**config.mk**
```make
export PLATFORM = sky130hd
export DESIGN_NAME = mem_dcache
export DESIGN_NICKNAME = d
export VERILOG_FILES = /design/src/rtl/mem_dcache.sv
export SDC_FILE = /design/constraint.sdc
export NUM_CORES = 2
export LEC_CHECK = 0
export ABC_AREA = 1
export CORE_MARGIN = 2
export CORE_UTILIZATION = 50
export CTS_BUF_LIST = sky130_fd_sc_hd__clkbuf_2
export CTS_CLUSTER_SIZE = 24
export DETAILED_ROUTE_END_ITERATION = 16
export PLACE_DENSITY_LB_ADDON = 0.3
export RECOVER_POWER = 100
export SLEW_MARGIN = 15
export SYNTH_ARGS = -nofsm -noshare
export SYNTH_HDL_FRONTEND = slang
export SYNTH_SLANG_ARGS = --single-unit
```
**constraint.sdc**
```tcl
create_clock -name i_clk -period 5.01 [get_ports i_clk]
set_input_delay 0.501 -clock i_clk [delete_from_list [all_inputs] [get_ports i_clk]]
set_output_delay 0.501 -clock i_clk [all_outputs]
set_load 0.05 [all_outputs]
```
**src/rtl/mem_dcache.sv**
```systemverilog
// Direct-mapped, one-word-per-line, write-through, read-allocate data cache driving a Wishbone master.
// Optional invalidate-all flush sequencer is compiled in with DCACHE_FLUSH_EN.
`ifndef WB_ADDR_W
`define WB_ADDR_W 24
`endif
`ifndef RW
`define RW 16
`endif

module mem_dcache #(
    parameter int unsigned LINE_BITS = 6
) (
    input  logic                  i_clk,
    input  logic                  i_rst,
    input  logic                  mem_req,
    input  logic                  mem_we,
    input  logic [`WB_ADDR_W-1:0] mem_addr,
    input  logic [`RW-1:0]        mem_o_data,
    input  logic [1:0]            mem_sel,
    input  logic                  mem_cache_enable,
    output logic                  mem_ack,
    output logic [`RW-1:0]        mem_i_data,
    output logic                  mem_exception,
    input  logic                  mem_flush,
    output logic                  flush_busy,
    output logic                  wb_cyc,
    output logic                  wb_stb,
    output logic                  wb_we,
    output logic [`WB_ADDR_W-1:0] wb_adr,
    output logic [`RW-1:0]        wb_o_dat,
    output logic [1:0]            wb_sel,
    input  logic [`RW-1:0]        wb_i_dat,
    input  logic                  wb_ack,
    input  logic                  wb_err
);

    localparam int unsigned AW = `WB_ADDR_W;
    localparam int unsigned DW = `RW;
    localparam int unsigned TW = AW - LINE_BITS;
    localparam int unsigned NL = 1 << LINE_BITS;

    typedef enum logic [2:0] {
        S_IDLE,
        S_LOOKUP,
        S_BUS,
        S_RESP
`ifdef DCACHE_FLUSH_EN
        , S_FLUSH
`endif
    } state_t;

    state_t state_q, state_d;

    logic          we_q, ce_q, hit_q, err_q;
    logic [AW-1:0] addr_q;
    logic [DW-1:0] wdat_q, rdat_q;
    logic [1:0]    sel_q;

    logic [NL-1:0] valid_q;
    logic [TW-1:0] tag_q  [NL];
    logic [DW-1:0] line_q [NL];

    logic [LINE_BITS-1:0] idx;
    logic [TW-1:0]        tag;
    logic                 hit, rd_hit, bus_done;
    logic                 take_req, latch_now;

    assign idx      = addr_q[LINE_BITS-1:0];
    assign tag      = addr_q[AW-1:LINE_BITS];
    assign hit      = valid_q[idx] && (tag_q[idx] == tag);
    assign rd_hit   = !we_q && ce_q && hit;
    assign bus_done = wb_ack || wb_err;

    function automatic logic [DW-1:0] merge_lanes(input logic [DW-1:0] cur,
                                                  input logic [DW-1:0] upd,
                                                  input logic [1:0]    sel);
        logic [DW-1:0] r;
        r = cur;
        for (int b = 0; b < 2; b++) begin
            if (sel[b]) r[b*8 +: 8] = upd[b*8 +: 8];
        end
        return r;
    endfunction

`ifdef DCACHE_FLUSH_EN
    logic                 flush_pend_q, req_pend_q, take_flush;
    logic [LINE_BITS-1:0] fcnt_q;

    // A request parked during a flush takes priority over any pending flush.
    always_comb begin
        take_req   = req_pend_q || mem_req;
        take_flush = !take_req && (flush_pend_q || mem_flush);
        latch_now  = mem_req && !req_pend_q && (state_q == S_IDLE || state_q == S_FLUSH);
    end
`else
    logic unused_flush;
    assign unused_flush = mem_flush;

    always_comb begin
        take_req  = mem_req;
        latch_now = mem_req && (state_q == S_IDLE);
    end
`endif

    always_ff @(posedge i_clk) begin
        if (i_rst) state_q <= S_IDLE;
        else       state_q <= state_d;
    end

    always_comb begin
        state_d = state_q;
        case (state_q)
            S_IDLE: begin
                if (take_req) state_d = S_LOOKUP;
`ifdef DCACHE_FLUSH_EN
                else if (take_flush) state_d = S_FLUSH;
`endif
            end
            S_LOOKUP: state_d = rd_hit ? S_IDLE : S_BUS;
            S_BUS:    if (bus_done) state_d = S_RESP;
            S_RESP:   state_d = S_IDLE;
`ifdef DCACHE_FLUSH_EN
            S_FLUSH:  if (fcnt_q == LINE_BITS'(NL - 1)) state_d = S_IDLE;
`endif
            default:  state_d = S_IDLE;
        endcase
    end

    // Hits answer combinationally from the array in LOOKUP; bus results come from registered data in RESP.
    always_comb begin
        mem_ack       = 1'b0;
        mem_exception = 1'b0;
        mem_i_data    = '0;
        flush_busy    = 1'b0;
        case (state_q)
            S_LOOKUP: begin
                if (rd_hit) begin
                    mem_ack    = 1'b1;
                    mem_i_data = line_q[idx];
                end
            end
            S_RESP: begin
                mem_ack       = !err_q;
                mem_exception = err_q;
                mem_i_data    = rdat_q;
            end
`ifdef DCACHE_FLUSH_EN
            S_FLUSH: flush_busy = 1'b1;
`endif
            default: ;
        endcase
    end

    always_ff @(posedge i_clk) begin
        if (i_rst) begin
            valid_q  <= '0;
            we_q     <= 1'b0;
            ce_q     <= 1'b0;
            hit_q    <= 1'b0;
            err_q    <= 1'b0;
            addr_q   <= '0;
            wdat_q   <= '0;
            rdat_q   <= '0;
            sel_q    <= '0;
            wb_cyc   <= 1'b0;
            wb_stb   <= 1'b0;
            wb_we    <= 1'b0;
            wb_adr   <= '0;
            wb_o_dat <= '0;
            wb_sel   <= '0;
`ifdef DCACHE_FLUSH_EN
            flush_pend_q <= 1'b0;
            req_pend_q   <= 1'b0;
            fcnt_q       <= '0;
`endif
        end else begin
            if (latch_now) begin
                we_q   <= mem_we;
                addr_q <= mem_addr;
                wdat_q <= mem_o_data;
                sel_q  <= mem_sel;
                ce_q   <= mem_cache_enable;
            end
            case (state_q)
                S_LOOKUP: begin
                    hit_q <= hit;
                    if (!rd_hit) begin
                        wb_cyc   <= 1'b1;
                        wb_stb   <= 1'b1;
                        wb_we    <= we_q;
                        wb_adr   <= addr_q;
                        wb_o_dat <= wdat_q;
                        wb_sel   <= (!we_q && ce_q) ? 2'b11 : sel_q;
                    end
                end
                S_BUS: begin
                    if (bus_done) begin
                        wb_cyc <= 1'b0;
                        wb_stb <= 1'b0;
                        err_q  <= wb_err;
                        rdat_q <= wb_err ? '0 : wb_i_dat;
                        if (!wb_err) begin
                            if (!we_q && ce_q) begin
                                valid_q[idx] <= 1'b1;
                                tag_q[idx]   <= tag;
                                line_q[idx]  <= wb_i_dat;
                            end else if (we_q && hit_q) begin
                                line_q[idx] <= merge_lanes(line_q[idx], wdat_q, sel_q);
                            end
                        end
                    end
                end
                default: ;
            endcase
`ifdef DCACHE_FLUSH_EN
            // Flush requests that cannot start now are remembered once.
            if (state_q == S_IDLE && take_flush) begin
                flush_pend_q <= 1'b0;
                fcnt_q       <= '0;
            end else if (mem_flush) begin
                flush_pend_q <= 1'b1;
            end
            if (state_q == S_FLUSH) begin
                valid_q[fcnt_q] <= 1'b0;
                fcnt_q          <= fcnt_q + LINE_BITS'(1);
            end
            if (state_q == S_FLUSH && latch_now)      req_pend_q <= 1'b1;
            else if (state_q == S_IDLE && req_pend_q) req_pend_q <= 1'b0;
`endif
        end
    end

endmodule

```
# After elaboration in Yosys (flattened, before gate mapping)
# Memory sizes are Yosys's and may differ from the RTL's. A register that Yosys moved wholly into a read port is not among the register bits.
# Index checks and enable logic that the tools add are counted.
# totals
reg_bits,173
latchBits,0
ramBits,2176
romBits,0
input_bits,66
output_inout_bits,64
elab_cells,96
memories,2
# mem_list
memory,depth,width,rd,rd_clocked_by_memory_dff,write_ports,line_no,rtl
tag_q,64,18,1,1,1,60,logic [TW-1:0] tag_q [NL];
line_q,64,16,1,1,1,61,logic [DW-1:0] line_q [NL];
# classes
addsub,0
mul,0
div_mod_pow,0
n_lt_le_gt_ge,2
eq_ne,7
shifts,0
mux,50
n_bitwise,4
n_reduce_logical,16
# ops
op,n
2-to-1 mux 8 bit,14
bitwise OR 64 bit,1
2-to-1 mux 16 bit,3
one-hot mux 16 bit (2 select lines),1
2-to-1 mux 6 bit,4
2-to-1 mux 1 bit,19
== test 18 bit,1
one-hot mux 3 bit (3 select lines),1
< comparator 6 x 7 -> 1 bit (second input constant),1
binary-select mux 1 bit (select 6 bit),1
demux 1 bit (select 6 bit),1
== test 3 x 2 -> 1 bit (second input constant),2
greater-or-equal comparator 6 x 1 -> 1 bit (second input constant),1
logical AND 1 bit,6
2-to-1 mux 3 bit,2
inequality test 2 bit (second input constant),3
AND reduction 2 bit,3
2-to-1 mux 2 bit,2
one-hot mux 1 bit (2 select lines),2
AND reduction 4 bit,1
== test 3 x 1 -> 1 bit (second input constant),1
logical NOT 3 bit,1
AND reduction 3 bit,1
logical NOT 1 bit,2
4 further kinds,5

# Longest topological paths before layout
# logic_depth
depth_word,9
mapped_depth,22

# Worst setup path before layout
# No wires, ideal clock.
# synth_timing
path_kind,input to register
from,input port wb_ack
to,memory line_q[0][10] in the netlist's numbering (data pin)
setup_time_ns,0.702
arrival_ns,3.530
required_ns,4.308
setup_slack_ns,0.778
path_stages,6
n_path_buf,1
cell_sequence,inv_1 nor4_1 clkinv_1 nor3_1 clkbuf_1 o21ai_0
# synth_between
elab_chain_len,6
# synth_rtl
item,line_no,rtl
"start, declared",33,"input logic wb_ack,"
logical OR 1 bit,72,assign bus_done = wb_ack || wb_err;
2-to-1 mux 1 bit,197,if (bus_done) begin
2-to-1 mux 1 bit,184,case (state_q)
2-to-1 mux 1 bit,155,if (i_rst) begin
2-to-1 mux 1 bit (not written as such),208,"line_q[idx] <= merge_lanes(line_q[idx], wdat_q, sel_q);"
2-to-1 mux 16 bit (no source line),--,
"end, declared",61,
# Every way passes these cells.

==> metrics.cfg <==
[timing]
drv_slew = 1323
setup_ws_ns = -0.770
fin_skew_ns = 0.155
rsz0062_at_grt = yes
tightest_slew_ns = 3.94
slew_headroom_pct = -162
whs_ns = 0.112
tns_ns = -12.36
hold_viol = 0
finalSetupViolCount = 17
clock.fmax_mhz = 173
fin_crit_sh_pct = 115
period_minus_slack_ns = 5.78

[routing]
drt_iter0_markers = 8401
wl_mm = 276
vias_per_cell = 5.94
drc = 0
dr.pass1.iters = 6
wl_per_cell_um = 24.2
antenna_left = 0
vias = 67828

[synthesis]
yosys_warnings = 0
synth-simple-area-share_pct = 15.1
synthXorXnorAreaFrac_pct = 0
synth-compound-area-share_pct = 8.11
netlist_area_mm2 = 0.0937
synth_top_family_by_area = simple AND/OR/NAND/NOR gates
synth_area_per_cell_um2 = 12.0
synthMuxAreaShare_pct = 0
synthAdderAreaFrac_pct = 0
ys_seq_area_share_pct = 73.5
syn_inst = 7830
syn-num-nets = 7896
ys_ff_latch = 2354
ys_types = 29

[status]
violations = capacitance limit, slew limit, setup timing
status = complete, but fails checks

[placed_design]
hpwl_mm = 147
place_congestion = 0.884
pre_cts_ws_ns = 0.391
port_buffers = 127

[floorplan]
row_count = 158
die_area_mm2 = 0.191
ios = 130
die_x_um = 437
start_util_pct = 50.4
die_y_um = 437
fp.coreArea_mm2 = 0.186

[setup_path]
crit_path_top_delay_cell = dfxtp_4
required_ns = 4.51
slowest_delay_ns = 0.47
rrSetupSlack_ns = 0.22
cp_max_fo = 21
startpoint_type = register
cp_top_family = simple AND/OR/NAND/NOR gates
worstPathCellList = buf_16 > clkinv_16 > buf_6 > nand2_1 > nand3_1 > nand3_1 > nand3_1 > nand2_1 > nand2_1 > nand3_2 > nand2_2 > nand2_1 > nand2_1 > nor2_1 > nand2_1 > nor2_4 > nand4_4 > buf_4 > buf_12 > o22ai_2 > buf_12
endpoint_kind = primary output
arrival_ns = 5.28
cp.buffers_inverters = 6
worstSetupPathType = register to primary output
crit_path_frequent_cell = nand2_1

[clock_tree]
htreeDepth = 6
root_buffer = clkbuf_2
cts_tree = built
clock-sinks = 2354
clockBufferDepth = 4
path_clk_slew_ns = 0.12
numCtsBuffers = 588
insertion_delay_ns = 1.85

[layout]
final_common_cell = edfxtp_1
nFillCells = 15007
post-route-util_pct = 57.6
nets = 8595
area_delta_synth_final_pct = 14.3
drive_above_1_share_pct = 15.6
most-common-layout-cells = edfxtp_1 (2176), nand2_1 (1363), nand3_1 (1019), clkbuf_2 (868), nor2_1 (853)

[flow_run]
cap_violations = 45

[power_and_ir_drop]
cellLeakagePower_nw = 37.4
p_per_area_mw_per_mm2 = 364
irDropWorstVdd_mv = 0.297

[global_routing]
grt_max_degree = 223
grt_overflow_total = 0
track_usage_pct = 28.1
grt_pass1_wl_mm = 402
antenna_found_initial = 8
grt_pass1_vias = 63976

[min_path]
worstHoldPathType = input port to register

state kept, by name, indices dropped and copies added (netlist names), named ones only:
| signal | cells |
|---|---|
| line_q | 1024 |
| we_q | 1 |
| wb_we | 1 |
| sel_q | 2 |
| wdat_q | 16 |
| wb_adr | 24 |
| err_q | 1 |
| ce_q | 1 |
| rdat_q | 16 |
| wb_sel | 2 |
| valid_q | 64 |
| tag_q | 1152 |
| state_q | 2 |
| wb_stb | 1 |
| addr_q | 24 |
| wb_o_dat | 16 |
| hit_q | 1 |
Yosys cell counts (all sizes together):
master   number  area share [%]
a21oi       118            0.63
nor4          1          0.0067
o21ai       853             4.6
nand4         1           0.023
a2111oi       1          0.0093
dfxtp       178             3.8
edfxtp     2176              70
o31ai         2           0.016
nor3         14            0.11
nand3      1098             5.9
o22ai       390             2.6
buf         246             1.4
clkinv        6           0.024
conb          1          0.0040
nor2        893             3.6
inv         141            0.57
nand2      1367             5.5
clkbuf      312             1.2
o32ai        32            0.30
repair_timing:
item	4_1_cts	5_1_grt
setup buffers	19	7
hold endpoints to repair	1202	0
setup endpoints to repair	17	17
cloned	22	2
resized for setup	118	62
hold buffers	142	0
pin swaps	6	9
where the power goes:
part | switching (mW) | internal (mW) | leakage, nW
sequential | 0.154 | 21.6 | 21.2
clock | 7.45 | 4.86 | 3.88
combinational | 3.42 | 1.49 | 12.2
total | 11.0 | 28.0 | 37.4
kinds of logic (layout without fill, tap and decap cells):
family	Yosys count	in the layout
DFF	2354	2354
and+or+nand+nor	3374	3374
AOI/OAI and AO/OA	1396	1396
buffers and inverters	705	1791
other	1	19
layout make-up:
cell class,count,area [um2],share of cell area (%)
diodes,18,45.0,0.0421
clock buffers,841,4210,3.93
clock inverters,136,741,0.692
inverters,147,619,0.578
multi-input cells,4771,22500,21.1
flip-flops and latches,2354,68900,64.4
well taps,2480,3100,2.90
repair buffers,659,6770,6.33
repair inverters,8,121,0.113
per-layer routing:
| metal | track usage [%] | vias up | share of wire [%] |
|---|---|---|---|
| met5 | 0 | - | 0 |
| met4 | 13.9 | 0 | 4.7 |
| met3 | 5.82 | 683 | 10 |
| met2 | 44.7 | 4105 | 48 |
| met1 | 37.0 | 32999 | 37 |
| li1 | - | 30041 | - |
per-stage QoR:
stage / instances / area [um2] / total power, mW
finish: 11414 / 107000 / 39.0
global route: 11411 / 107000 / 40.5
CTS: 11387 / 107000 / 39.0
detailed placement: 10227 / 99600 / 26.6
global placement: 10227 / 99600 / 26.5
floorplan: 7830 / 93700 / 24.8
tightest hold or removal path: cells and delay by family:
| kind | cells | cell delay, ns |
|---|---|---|
| buffers and inverters | 2 | 1.12 |
| AOI/OAI and AO/OA | 2 | 0.31 |
path summary, 6_finish.rpt:
kind | from | end | depth (start not counted)
hold / removal | mem_addr[9] | addr_q[9]$_SDFFE_PP0P_ | 4
hold reg to reg | wb_adr[20]$_SDFFE_PP0P_ | wb_adr[20]$_SDFFE_PP0P_ | 2
setup / recovery | register | mem_ack | 21
setup reg to reg | state_q[1]$_SDFFE_PP0P_ | tag_q[13][6]$_DFFE_PP_ | 10
Note: power is estimated with default switching activity, not from simulation.
